[config.mk]
export PLATFORM = sky130hd
export DESIGN_NAME = alu_decode_stage_flat
export DESIGN_NICKNAME = d
export VERILOG_FILES = /design/src/rtl/alu_decode_stage_if.sv /design/src/rtl/alu_decode_stage.sv /design/src/flat_wrapper.sv
export SDC_FILE = /design/constraint.sdc
export NUM_CORES = 1
export LEC_CHECK = 0
export ABC_CLOCK_PERIOD_IN_PS = 2900
export BUFFER_PORTS_ARGS = -buffer_cell sky130_fd_sc_hd__buf_2
export CAP_MARGIN = 5
export CORE_ASPECT_RATIO = 0.9
export CORE_MARGIN = 5
export CORE_UTILIZATION = 50
export CTS_BUF_LIST = sky130_fd_sc_hd__clkbuf_2 sky130_fd_sc_hd__clkbuf_4 sky130_fd_sc_hd__clkbuf_8
export DETAILED_ROUTE_END_ITERATION = 10
export PLACE_DENSITY = 0.83
export SYNTH_ARGS = -nofsm -noshare
export SYNTH_HDL_FRONTEND = slang
export SYNTH_SLANG_ARGS = --single-unit
export TNS_END_PERCENT = 100
[constraint.sdc]
create_clock -name clk_i -period 2.9 [get_ports clk_i]
set_input_delay 0.58 -clock clk_i [delete_from_list [all_inputs] [get_ports clk_i]]
set_output_delay 0.58 -clock clk_i [all_outputs]
set_load 0.02 [all_outputs]
[src/rtl/alu_decode_stage_if.sv]
// Handshake and payload bundle between fetch, the ALU decode stage and execute.
// The stage takes the slave modport; the upstream/downstream driver takes master.
interface alu_decode_stage_if #(
    parameter int unsigned DATA_WIDTH = 32
);
    logic                  InValid_i;
    logic                  InReady_o;
    logic [DATA_WIDTH-1:0] Instr_i;
    logic [DATA_WIDTH-1:0] PC_i;
    logic                  Flush_i;
    logic                  OutValid_o;
    logic                  OutReady_i;
    logic [2:0]            ALUControl_o;
    logic                  ALUSrcB_o;
    logic [DATA_WIDTH-1:0] ImmExt_o;
    logic                  RegWrite_o;
    logic                  MemWrite_o;
    logic [1:0]            ResultSrc_o;
    logic [1:0]            Branch_o;
    logic                  Jump_o;
    logic                  Illegal_o;
    logic [DATA_WIDTH-1:0] PC_o;

    modport slave (
        input  InValid_i, Instr_i, PC_i, Flush_i, OutReady_i,
        output InReady_o, OutValid_o, ALUControl_o, ALUSrcB_o, ImmExt_o, RegWrite_o,
               MemWrite_o, ResultSrc_o, Branch_o, Jump_o, Illegal_o, PC_o
    );

    modport master (
        output InValid_i, Instr_i, PC_i, Flush_i, OutReady_i,
        input  InReady_o, OutValid_o, ALUControl_o, ALUSrcB_o, ImmExt_o, RegWrite_o,
               MemWrite_o, ResultSrc_o, Branch_o, Jump_o, Illegal_o, PC_o
    );
endinterface

[src/rtl/alu_decode_stage.sv]
// RV32I subset decoder producing ALU-side controls, registered in a one-entry
// valid/ready slot that feeds the execute stage.
module alu_decode_stage #(
    parameter int unsigned DATA_WIDTH = 32
) (
    input logic                clk_i,
    input logic                rst_i,
    alu_decode_stage_if.slave  bus
);
    localparam logic [6:0] OpR      = 7'b0110011;
    localparam logic [6:0] OpI      = 7'b0010011;
    localparam logic [6:0] OpLoad   = 7'b0000011;
    localparam logic [6:0] OpStore  = 7'b0100011;
    localparam logic [6:0] OpBranch = 7'b1100011;
    localparam logic [6:0] OpLui    = 7'b0110111;
    localparam logic [6:0] OpJal    = 7'b1101111;

    localparam logic [2:0] AluAdd  = 3'b000;
    localparam logic [2:0] AluSub  = 3'b001;
    localparam logic [2:0] AluAnd  = 3'b010;
    localparam logic [2:0] AluOr   = 3'b011;
    localparam logic [2:0] AluPass = 3'b100;
    localparam logic [2:0] AluSlt  = 3'b101;
    localparam logic [2:0] AluSll  = 3'b110;

    typedef struct packed {
        logic [2:0]            alu_ctrl;
        logic                  alu_src_b;
        logic [DATA_WIDTH-1:0] imm;
        logic                  reg_write;
        logic                  mem_write;
        logic [1:0]            result_src;
        logic [1:0]            branch;
        logic                  jump;
        logic                  illegal;
    } dec_t;

    logic [DATA_WIDTH-1:0] instr;
    logic [6:0]            opcode;
    logic [2:0]            f3;
    logic [6:0]            f7;
    logic [DATA_WIDTH-1:0] imm_i, imm_s, imm_b, imm_u, imm_j;
    dec_t                  dec;
    logic                  legal;

    assign instr  = bus.Instr_i;
    assign opcode = instr[6:0];
    assign f3     = instr[14:12];
    assign f7     = instr[31:25];

    assign imm_i = {{(DATA_WIDTH-12){instr[31]}}, instr[31:20]};
    assign imm_s = {{(DATA_WIDTH-12){instr[31]}}, instr[31:25], instr[11:7]};
    assign imm_b = {{(DATA_WIDTH-12){instr[31]}}, instr[7], instr[30:25], instr[11:8], 1'b0};
    assign imm_u = {{(DATA_WIDTH-32){instr[31]}}, instr[31:12], 12'b0};
    assign imm_j = {{(DATA_WIDTH-20){instr[31]}}, instr[19:12], instr[20], instr[30:21], 1'b0};

    always_comb begin
        dec   = '0;
        legal = 1'b1;
        case (opcode)
            OpR: begin
                dec.reg_write = 1'b1;
                if (f7 == 7'b0000000) begin
                    case (f3)
                        3'b000:  dec.alu_ctrl = AluAdd;
                        3'b111:  dec.alu_ctrl = AluAnd;
                        3'b110:  dec.alu_ctrl = AluOr;
                        3'b010:  dec.alu_ctrl = AluSlt;
                        3'b001:  dec.alu_ctrl = AluSll;
                        default: legal = 1'b0;
                    endcase
                end else if (f7 == 7'b0100000 && f3 == 3'b000) begin
                    dec.alu_ctrl = AluSub;
                end else begin
                    legal = 1'b0;
                end
            end
            OpI: begin
                dec.reg_write = 1'b1;
                dec.alu_src_b = 1'b1;
                dec.imm       = imm_i;
                case (f3)
                    3'b000:  dec.alu_ctrl = AluAdd;
                    3'b111:  dec.alu_ctrl = AluAnd;
                    3'b110:  dec.alu_ctrl = AluOr;
                    3'b010:  dec.alu_ctrl = AluSlt;
                    3'b001: begin
                        dec.alu_ctrl = AluSll;
                        legal        = (f7 == 7'b0000000);
                    end
                    default: legal = 1'b0;
                endcase
            end
            OpLoad: begin
                legal          = (f3 == 3'b010);
                dec.alu_src_b  = 1'b1;
                dec.imm        = imm_i;
                dec.reg_write  = 1'b1;
                dec.result_src = 2'b01;
            end
            OpStore: begin
                legal         = (f3 == 3'b010);
                dec.alu_src_b = 1'b1;
                dec.imm       = imm_s;
                dec.mem_write = 1'b1;
            end
            OpBranch: begin
                dec.alu_ctrl = AluSub;
                dec.imm      = imm_b;
                case (f3)
                    3'b000:  dec.branch = 2'b01;
                    3'b001:  dec.branch = 2'b10;
                    default: legal = 1'b0;
                endcase
            end
            OpLui: begin
                dec.alu_ctrl  = AluPass;
                dec.alu_src_b = 1'b1;
                dec.imm       = imm_u;
                dec.reg_write = 1'b1;
            end
            OpJal: begin
                dec.imm        = imm_j;
                dec.jump       = 1'b1;
                dec.reg_write  = 1'b1;
                dec.result_src = 2'b10;
            end
            default: legal = 1'b0;
        endcase
        // Unsupported encodings must not leak any partial control.
        if (!legal) begin
            dec         = '0;
            dec.illegal = 1'b1;
        end
    end

    logic                  valid_q, valid_d;
    dec_t                  dec_q;
    logic [DATA_WIDTH-1:0] pc_q;
    logic                  in_ready;
    logic                  capture;

    assign in_ready = !valid_q || bus.OutReady_i || bus.Flush_i;
    assign capture  = bus.InValid_i && in_ready && !bus.Flush_i;

    always_comb begin
        valid_d = valid_q;
        if (bus.Flush_i) begin
            valid_d = 1'b0;
        end else if (capture) begin
            valid_d = 1'b1;
        end else if (valid_q && bus.OutReady_i) begin
            valid_d = 1'b0;
        end
    end

    always_ff @(posedge clk_i or posedge rst_i) begin
        if (rst_i) begin
            valid_q <= 1'b0;
            dec_q   <= '0;
            pc_q    <= '0;
        end else begin
            valid_q <= valid_d;
            if (capture) begin
                dec_q <= dec;
                pc_q  <= bus.PC_i;
            end
        end
    end

    assign bus.InReady_o    = in_ready;
    assign bus.OutValid_o   = valid_q;
    assign bus.ALUControl_o = dec_q.alu_ctrl;
    assign bus.ALUSrcB_o    = dec_q.alu_src_b;
    assign bus.ImmExt_o     = dec_q.imm;
    assign bus.RegWrite_o   = dec_q.reg_write;
    assign bus.MemWrite_o   = dec_q.mem_write;
    assign bus.ResultSrc_o  = dec_q.result_src;
    assign bus.Branch_o     = dec_q.branch;
    assign bus.Jump_o       = dec_q.jump;
    assign bus.Illegal_o    = dec_q.illegal;
    assign bus.PC_o         = pc_q;
endmodule

[src/flat_wrapper.sv]
// flat-port wrapper written by rule: the top's interface ports become plain ports
module alu_decode_stage_flat 
#(
    parameter int unsigned DATA_WIDTH = 32
)
  (clk_i, rst_i, bus_InValid_i, bus_Instr_i, bus_PC_i, bus_Flush_i, bus_OutReady_i, bus_InReady_o, bus_OutValid_o, bus_ALUControl_o, bus_ALUSrcB_o, bus_ImmExt_o, bus_RegWrite_o, bus_MemWrite_o, bus_ResultSrc_o, bus_Branch_o, bus_Jump_o, bus_Illegal_o, bus_PC_o);
  alu_decode_stage_if #(.DATA_WIDTH(DATA_WIDTH)) bus_i ();
  input logic clk_i;
  input logic rst_i;
  input wire logic [$bits(bus_i.InValid_i)-1:0] bus_InValid_i;
  input wire logic [$bits(bus_i.Instr_i)-1:0] bus_Instr_i;
  input wire logic [$bits(bus_i.PC_i)-1:0] bus_PC_i;
  input wire logic [$bits(bus_i.Flush_i)-1:0] bus_Flush_i;
  input wire logic [$bits(bus_i.OutReady_i)-1:0] bus_OutReady_i;
  output wire logic [$bits(bus_i.InReady_o)-1:0] bus_InReady_o;
  output wire logic [$bits(bus_i.OutValid_o)-1:0] bus_OutValid_o;
  output wire logic [$bits(bus_i.ALUControl_o)-1:0] bus_ALUControl_o;
  output wire logic [$bits(bus_i.ALUSrcB_o)-1:0] bus_ALUSrcB_o;
  output wire logic [$bits(bus_i.ImmExt_o)-1:0] bus_ImmExt_o;
  output wire logic [$bits(bus_i.RegWrite_o)-1:0] bus_RegWrite_o;
  output wire logic [$bits(bus_i.MemWrite_o)-1:0] bus_MemWrite_o;
  output wire logic [$bits(bus_i.ResultSrc_o)-1:0] bus_ResultSrc_o;
  output wire logic [$bits(bus_i.Branch_o)-1:0] bus_Branch_o;
  output wire logic [$bits(bus_i.Jump_o)-1:0] bus_Jump_o;
  output wire logic [$bits(bus_i.Illegal_o)-1:0] bus_Illegal_o;
  output wire logic [$bits(bus_i.PC_o)-1:0] bus_PC_o;
  assign bus_i.InValid_i = bus_InValid_i;
  assign bus_i.Instr_i = bus_Instr_i;
  assign bus_i.PC_i = bus_PC_i;
  assign bus_i.Flush_i = bus_Flush_i;
  assign bus_i.OutReady_i = bus_OutReady_i;
  assign bus_InReady_o = bus_i.InReady_o;
  assign bus_OutValid_o = bus_i.OutValid_o;
  assign bus_ALUControl_o = bus_i.ALUControl_o;
  assign bus_ALUSrcB_o = bus_i.ALUSrcB_o;
  assign bus_ImmExt_o = bus_i.ImmExt_o;
  assign bus_RegWrite_o = bus_i.RegWrite_o;
  assign bus_MemWrite_o = bus_i.MemWrite_o;
  assign bus_ResultSrc_o = bus_i.ResultSrc_o;
  assign bus_Branch_o = bus_i.Branch_o;
  assign bus_Jump_o = bus_i.Jump_o;
  assign bus_Illegal_o = bus_i.Illegal_o;
  assign bus_PC_o = bus_i.PC_o;
  alu_decode_stage #(.DATA_WIDTH(DATA_WIDTH)) u_core (.clk_i(clk_i), .rst_i(rst_i), .bus(bus_i));
endmodule
; After elaboration in Yosys (flattened, before gate mapping)
; Index checks and enable logic that the tools add are counted.
[op_classes]
n_eq_ne = 12
n_mux = 22
n_reduce_logical = 19
[op_table]
columns = cell, n
row1 = one-hot mux 32 bit (5 select lines), 1
row2 = 2-to-1 mux 44 bit, 1
row3 = equality test 7 x 6 -> 1 bit (second input constant), 4
row4 = one-hot mux 3 bit (4 select lines), 2
row5 = equality test 7 bit (second input constant), 2
row6 = 2-to-1 mux 1 bit, 12
row7 = OR reduction 5 bit, 2
row8 = one-hot mux 2 bit (2 select lines), 2
row9 = OR reduction 2 bit, 4
row10 = OR reduction 4 bit, 2
row11 = equality test 7 x 2 -> 1 bit (second input constant), 1
row12 = equality test 7 x 5 -> 1 bit (second input constant), 1
row13 = zero test 7 bit, 1
row14 = equality test 3 bit (second input constant), 2
row15 = one-hot mux 1 bit (5 select lines), 1
row16 = logical AND 1 bit, 4
row17 = equality test 3 x 1 -> 1 bit (second input constant), 1
row18 = equality test 3 x 2 -> 1 bit (second input constant), 1
row19 = zero test 3 bit, 1
row20 = 2-to-1 mux 3 bit, 1
row21 = nonzero test 3 bit, 1
row22 = zero test 1 bit, 2
row23 = logical OR 1 bit, 2
row24 = 2-to-1 mux 2 bit, 1
row25 = one-hot mux 1 bit (2 select lines), 1
[totals]
register_bits = 77
in_bits = 69
out_inout_bits = 78
wordCells = 64

; Depth between registers and ports, before layout
; Gate-level depths: netlist (run 1).
[depth]
ltp_word = 7
mapped_depth = 7
depth_no_buf = 5

; Least setup slack after synthesis (run 1)
; No wires, ideal clock.
[synth_timing]
path_kind = input-to-reg
startpoint = in bus_Instr_i[3]
endpoint = reg u_core.dec_q (netlist bit u_core.bus.ALUControl_o[0])
setup_ns = 0.107
arrival_time_ns = 2.002
required_ns = 2.793
path_slack_ns = 0.792
path_stages = 7
n_path_buf = 2
cell_sequence = buf_6 -> or3b_1 -> a21oi_2 -> a21o_1 -> a211oi_2 -> buf_6 -> a2111oi_4
[synth_via]
elab_chain_cells = 4
word_cells_on_any_way = 12
cone_classes = eq/ne (7) / mux (3) / reduce/logical (2)
[synth_lines]
columns = element, line
row1 = from (decl), flat_wrapper.sv:11  ; input wire logic [$bits(bus_i.Instr_i)-1:0] bus_Instr_i;
row2 = "equality test 7 x 6 -> 1 bit, or another cell as far along", alu_decode_stage.sv:60  ; case (opcode)
row3 = OR reduction 2 bit (no source line), n/a
row4 = one-hot mux 1 bit (5 select lines), alu_decode_stage.sv:60
row5 = 2-to-1 mux 44 bit (*), alu_decode_stage.sv:131  ; if (!legal) begin
row6 = to (signal assigned), alu_decode_stage.sv:160  ; dec_q <= '0;
row7 = to (signal assigned), alu_decode_stage.sv:165  ; dec_q <= dec;
row8 = to (decl), alu_decode_stage.sv:138  ; dec_t dec_q;
; Mark *: on every way between the ends. The rest lies on a longest branch, timed or not.
; A chain may end at the register's enable or synchronous reset.

; Final worst setup path (run 1)
[layout_timing]
startpoint = in bus_Instr_i[25]
endpoint = reg u_core.dec_q (netlist bit u_core.bus.RegWrite_o)
[layout_via]
elab_chain_cells = 6
word_cells_on_any_way = 8
cone_classes = eq/ne (1) / mux (5) / reduce/logical (2)
[layout_lines]
columns = element, line
row1 = equality test 7 x 6 -> 1 bit, alu_decode_stage.sv:72  ; end else if (f7 == 7'b0100000 && f3 == 3'b000) begin
row2 = logical AND 1 bit, alu_decode_stage.sv:72
row3 = 2-to-1 mux 1 bit, alu_decode_stage.sv:72
row4 = 2-to-1 mux 1 bit, alu_decode_stage.sv:63  ; if (f7 == 7'b0000000) begin
row5 = one-hot mux 1 bit (5 select lines) (*), alu_decode_stage.sv:60
row6 = 2-to-1 mux 44 bit (*), alu_decode_stage.sv:131
; Marks and branches as above.

==> metrics.txt, run 1 <==
status=finished clean; Sink Count=76; DRT antenna net count=0; critical path's slowest cell=nor4_1; Cell Area, Synth=between 3000 and 4000 um2; post-synth top area share=0.529; clk root buf=clkbuf_8; CTS tree=done; CTS Hold Buffers Added=0; Max-slew headroom=0.490; Worst EP required=roughly 3.1 ns; drt drc=0; gpl congestion=between 0.8 and 0.9; I/O Buffers=approximately 150; first-pass GRT wire length=between 15000 and 20000 um; FFs w/ async S/R, synth=1.00; slowest stage delay, CP=around 0.57 ns; CP arrival=2.53 ns; Final Max Slew Viols=0; total CTS buffers=9; Row Count=29; register area=between 1500 and 2000 um2; die width=a little under 100 um; Slew @ Worst Pin=roughly 0.77 ns; RSZ-0062 raised after global routing=false; Post-CTS Setup Inserts=0; number of DRC markers in iteration 0=about 200; H-tree depth=3; largest net degree at the start of global routing=46; Worst Path Max Fanout=26; Synth Area per Inst=slightly below 9 um2; antenna violations before repair=0; nature of the critical path startpoint=primary input; Leak=~2.4 nW; synthesized flop and latch total=between 70 and 80; top cells by area, synth=dfrtp_1, nand2_1, o31ai_1; Setup CP Type=primary input to register; count of maximum capacitance violations=0; count leader, synth=nand2_1; Tightest Hold Check Type=primary input to asynchronous set/reset pin; Worst setup EP type=register; Wirelength per Cell=15.7 um; Synth Flop Type=dfrtp_1; number of flops mapped to enable cells by yosys=0; YS warnings=0; vias in the first global route=between 3000 and 4000; total track usage=0.221; Fin. Hold Viols=0; Max Clk Rate=between 400 and 500 MHz; Worst-path clk slew=~0.08 ns; clock skew=about 0.0088 ns; setup TNS=0 ns; Area Overhead vs Synth=27.2%; Fillers=599; antenna cells=0; crit share post-route=0.794; Nets=609; top cells by count, synth=nand2_1, dfrtp_1, o31ai_1; die area=between 8000 and 9000 um2; overall power=between 2 and 2.5 mW; chip height=roughly 90 um; fraction of layout cells with a size suffix above 1=0.339; Yosys top cell by area=dfrtp_1; final wirelength=~10000 um; Syn Nets=about 470; worst vdd ir=around 0.26 mV; Vias=3378; fin crit period=between 2 and 2.5 ns; HPWL after DPL=between 7000 and 8000 um; Pwr Density=502 nW/um2; Finish-stage setup viols=0; Seq/Total Area, Yosys=0.529; post-cts sizing count=0; Max Root-Sink Buffers=2; library cells used by synthesis=between 40 and 50; area of the multi-input gates=~1600 um2; Worst-Skew Late Latency=roughly 0.34 ns; I/O pins=147; Core Area=roughly 7000 um2; vias per cell=between 5 and 6; crit-path cells=buf_2, nor4_1, nand2_1, nor3_1, a211oi_4, buf_12, o31ai_1; GRT overflow=0; DR pass1 iterations=4; cell count after synthesis=404; Initial Util=0.510
[critical path, delay by kind of cell]
kind / cells / cell delay (ns)
buffers and inverters: 2 / 0.33
AOI/OAI and AO/OA: 2 / 0.50
and+or+nand+nor: 3 / 1.10
[registers in the layout, summed over array words and instances (netlist names)]
| signal | flops |
|---|---|
| u_core.bus.ImmExt_o | 32 |
| u_core.bus.OutValid_o | 1 |
| u_core.bus.ALUControl_o | 3 |
| u_core.bus.MemWrite_o | 1 |
| u_core.bus.PC_o | 32 |
| u_core.bus.RegWrite_o | 1 |
| u_core.bus.ALUSrcB_o | 1 |
| u_core.bus.Illegal_o | 1 |
| u_core.bus.Branch_o | 2 |
| u_core.bus.ResultSrc_o | 2 |
[per-layer routing]
layer / wire length (um) / GRT usage
met1: 4140 / 0.298
met2: 4880 / 0.356
met3: 861 / 0.0618
met4: 109 / 0.0523
met5: 0 / 0
[cell type report]
class,instances,area share
clock buffer,11,0.0304
multi-input combinational,295,0.340
sequential,76,0.416
tap,93,0.0255
timing repair buffer,155,0.177
inverter,3,0.00274
clock inverter,5,0.00794
[path summary, 6_finish.rpt]
kind	slack, ns	cells past startpoint	startpoint	endpoint
max	0.60	7	bus_Instr_i[25]	u_core.bus.RegWrite_o
min	0.33	2	rst_i	u_core.bus.PC_o[30]
max reg2reg	1.11	4	u_core.bus.OutValid_o	u_core.bus.ImmExt_o[27]
min reg2reg	0.47	2	u_core.bus.PC_o[2]	u_core.bus.PC_o[2]
max in group asynchronous	1.87	3	rst_i	u_core.bus.PC_o[1]
min in group clk_i	0.42	3	bus_PC_i[3]	u_core.bus.PC_o[3]
[report_power, final]
group | leakage [nW] | total, mW | switching (mW) | internal [mW]
sequential | 1.00 | 1.16 | 0.0342 | 1.13
clock | 0.0828 | 0.716 | 0.385 | 0.331
combinational | 1.28 | 0.417 | 0.276 | 0.141
[layout by cell type, fill, tap and decap left out, types with 2 or more instances in the layout]
| cell type | Yosys | final |
|---|---|---|
| a211oi_1 | 2 | 2 |
| a21o_1 | 2 | 2 |
| a21oi_1 | 25 | 25 |
| a22oi_1 | 5 | 5 |
| a31oi_1 | 2 | 2 |
| buf_2 | 3 | 146 |
| buf_4 | 1 | 8 |
| clkbuf_4 | 0 | 2 |
| clkbuf_8 | 0 | 9 |
| clkinv_2 | 0 | 2 |
| clkinvlp_4 | 0 | 3 |
| dfrtp_1 | 76 | 76 |
| inv_1 | 3 | 2 |
| mux2_2 | 3 | 3 |
| nand2_1 | 148 | 148 |
| nand2b_1 | 7 | 6 |
| nand3_1 | 11 | 11 |
| nand3b_1 | 2 | 2 |
| nor2_1 | 10 | 10 |
| nor2b_1 | 3 | 2 |
| nor3_1 | 5 | 5 |
| nor4_1 | 3 | 3 |
| o21ai_0 | 17 | 17 |
| o31ai_1 | 28 | 28 |
[logic make-up after synthesis]
group | Yosys count | share of synthesized area
flops | 76 | 0.529
buf+inv | 33 | 0.0428
xor+xnor | 1 | 0.00244
mux | 3 | 0.00940
simple gates | 200 | 0.245
compound gates | 91 | 0.171
[stage by stage]
| step | hold slack, ns | setup WS (ns) | util | cells | area [um2] |
|---|---|---|---|---|---|
| finish | 0.330 | 0.596 | 0.649 | 638 | 4570 |
| global route | 0.392 | 0.474 | 0.649 | 638 | 4570 |
| CTS | 0.355 | 0.644 | 0.649 | 638 | 4570 |
| detailed placement | 0.456 | 0.312 | 0.624 | 622 | 4400 |
| global placement | 0.451 | 0.417 | 0.624 | 622 | 4400 |
| floorplan | 0.587 | 0.382 | - | 404 | 3590 |
No activity file was read; power rests on OpenSTA's default activity.
==> run 2, diff against run 1 <==
- ABC_CLOCK_PERIOD_IN_PS: 2900 -> 1850
- CORE_UTILIZATION: 50 -> 45
- PLACE_DENSITY: 0.83 -> 0.78
- clock period: 2.9 -> 1.85 ns (I/O delays scaled with it)
==> run 2 against run 1 <==
  * Global-route usage decreased by 0.95 points
  * Count of clock-buffer cells in the layout decreased by 1
  * Utilization shrank 2.4 points
  * Largest cell class unchanged
  * Critical path depth grew 2
  * Critical path type unchanged
  * Register-to-register slack got worse by 0.76 ns
==> metrics.txt, run 2 (synthesis gave the netlist of run 1 again) <==
Leak=~2.6 nW; fraction of layout cells with a size suffix above 1=0.382; vias in the first global route=3472; most used cell along the critical path=buf_4; Vias=3513; Tightest Hold Check Type=primary input to asynchronous set/reset pin; Final Max Slew Viols=0; die width=roughly 100 um; clk root buf=clkbuf_8; antenna cells=0; Worst-Skew Late Latency=approximately 0.34 ns; Initial Util=0.454; r2r setup slk=0.35 ns; antenna violations before repair=0; Max Root-Sink Buffers=2; Final WS setup=~0.16 ns; clock skew=between 0.004 and 0.005 ns; RSZ-0062 raised after global routing=false; final wirelength=~10000 um; CTS tree=done; cells on worst reg2reg path=5; number of DRC markers in iteration 0=roughly 130; drt drc=0; overall power=between 3 and 4 mW; commonest cells after routing, fill and taps aside=nand2_1, buf_2, dfrtp_1; Max Clk Rate=around 590 MHz; post-route cell area=4950 um2; Pwr Density=774 nW/um2; placed insts=~660; I/O Buffers=roughly 150; Nets=between 600 and 700; crit-path cells=buf_2, nor4_1, buf_4, nand2_1, nor3_1, buf_4, a211oi_4, buf_12, o31ai_1; Finish-stage setup viols=0; slowest stage delay, CP=0.29 ns; total track usage=0.212; vias per cell=roughly 5.2; GRT overflow=0; CP arrival=approximately 1.9 ns; Reg-to-Reg Start=u_core.bus.OutValid_o; Worst Path Max Fanout=22; Setup CP Type=primary input to register; DR pass1 iterations=4; DRT antenna net count=0; Slew @ Worst Pin=0.482 ns; Worst-path clk slew=approximately 0.08 ns; Row Count=31; nature of the critical path startpoint=primary input; fin crit period=1.69 ns; largest net degree at the start of global routing=77; crit path buf inv count=4; worst vdd ir=~0.35 mV; Fillers=702; Sink Count=between 70 and 80; chip height=around 95 um; commonest non-fill, non-tap cell in the layout=nand2_1; critical path's slowest cell=nor4_1; fin util=0.625; Max-slew headroom=0.675; HPWL after DPL=7900 um; count of maximum capacitance violations=0; delay-heaviest family, CP=buffers and inverters; Fin. Hold Viols=0; DP Area=approximately 4700 um2; Area Overhead vs Synth=37.7%; first-pass GRT wire length=roughly 17000 um; H-tree depth=3; status=finished clean; I/O pins=between 100 and 150; die area=just under 10000 um2; Worst EP required=about 2.1 ns; Worst setup EP type=register; Layout Cells excl Fill=just under 700; Place WS=-0.209 ns; gpl congestion=a little over 0.9; reg2reg end=u_core.bus.ImmExt_o[22]; Wirelength per Cell=around 15 um; Core Area=approximately 7900 um2; crit share post-route=0.914; total CTS buffers=9
run 2: cell types whose count changed in the layout (fill, tap and decap cells not counted), moves of 2 or more:
| cell | change |
|---|---|
| clkbuf_4 | -2 |
| buf_4 | +28 |
| clkinv_2 | -2 |
| buf_12 | +5 |
| clkinv_4 | +2 |
run 2: per-layer routing:
| layer | track usage | vias up | share of wire |
|---|---|---|---|
| li1 | - | 1710 | - |
| met1 | 0.280 | 1645 | 0.45 |
| met2 | 0.332 | 141 | 0.46 |
| met3 | 0.0663 | 17 | 0.076 |
| met4 | 0.0744 | 0 | 0.017 |
| met5 | 0 | - | 0 |
run 2: final cells by class:
type	count	area (um2)	area share
Sequential cell	76	1900	0.384
Multi-Input combinational cell	295	1580	0.319
Timing Repair Buffer	188	1120	0.227
Clock buffer	10	138	0.0278
Tap cell	99	124	0.0250
Clock inverter	6	71.3	0.0144
Inverter	3	15.0	0.00303
run 2: how the worst max path moves through the flow:
stage / endpoint / slack, ns / cells after the start / start
2_1_floorplan: u_core.bus.ALUControl_o[0] / 0.006 / 7 / bus_Instr_i[3]
3_3_place_gp: u_core.bus.ResultSrc_o[0] / -0.19 / 9 / bus_Instr_i[25]
3_5_place_dp: u_core.bus.ImmExt_o[22] / -0.21 / 9 / bus_Instr_i[25]
4_1_cts: u_core.bus.ImmExt_o[12] / 0.16 / 9 / bus_Instr_i[25]
5_1_grt: u_core.bus.ImmExt_o[12] / 0.05 / 9 / bus_Instr_i[25]
6_report: u_core.bus.ImmExt_o[12] / 0.16 / 9 / bus_Instr_i[25]
run 2: timing repair:
action,in CTS,in global routing
hold buffers,0,0
resized for setup,0,1
setup buffers,0,0
setup endpoints to repair,0,1
run 2: per-stage QoR:
stage / hold slack, ns / setup TNS [ns]
detailed placement: 0.461 / -4.81
finish: 0.126 / 0
global placement: 0.452 / -5.91
global route: 0.155 / 0
CTS: 0.142 / 0
floorplan: 0.475 / 0
run 2: power breakdown:
| part | switching, mW | total [mW] | internal, mW |
|---|---|---|---|
| Sequential | 0.0536 | 1.82 | 1.77 |
| Clock | 0.627 | 1.30 | 0.669 |
| Combinational | 0.447 | 0.714 | 0.266 |
run 2: worst reg2reg max path, cell delays in order, from the launching register on:
cell,delay [ns]
dfrtp_1,0.38
nand2b_1,0.12
nor2b_4,0.28
nand3_1,0.13
buf_4,0.21
o31ai_1,0.27
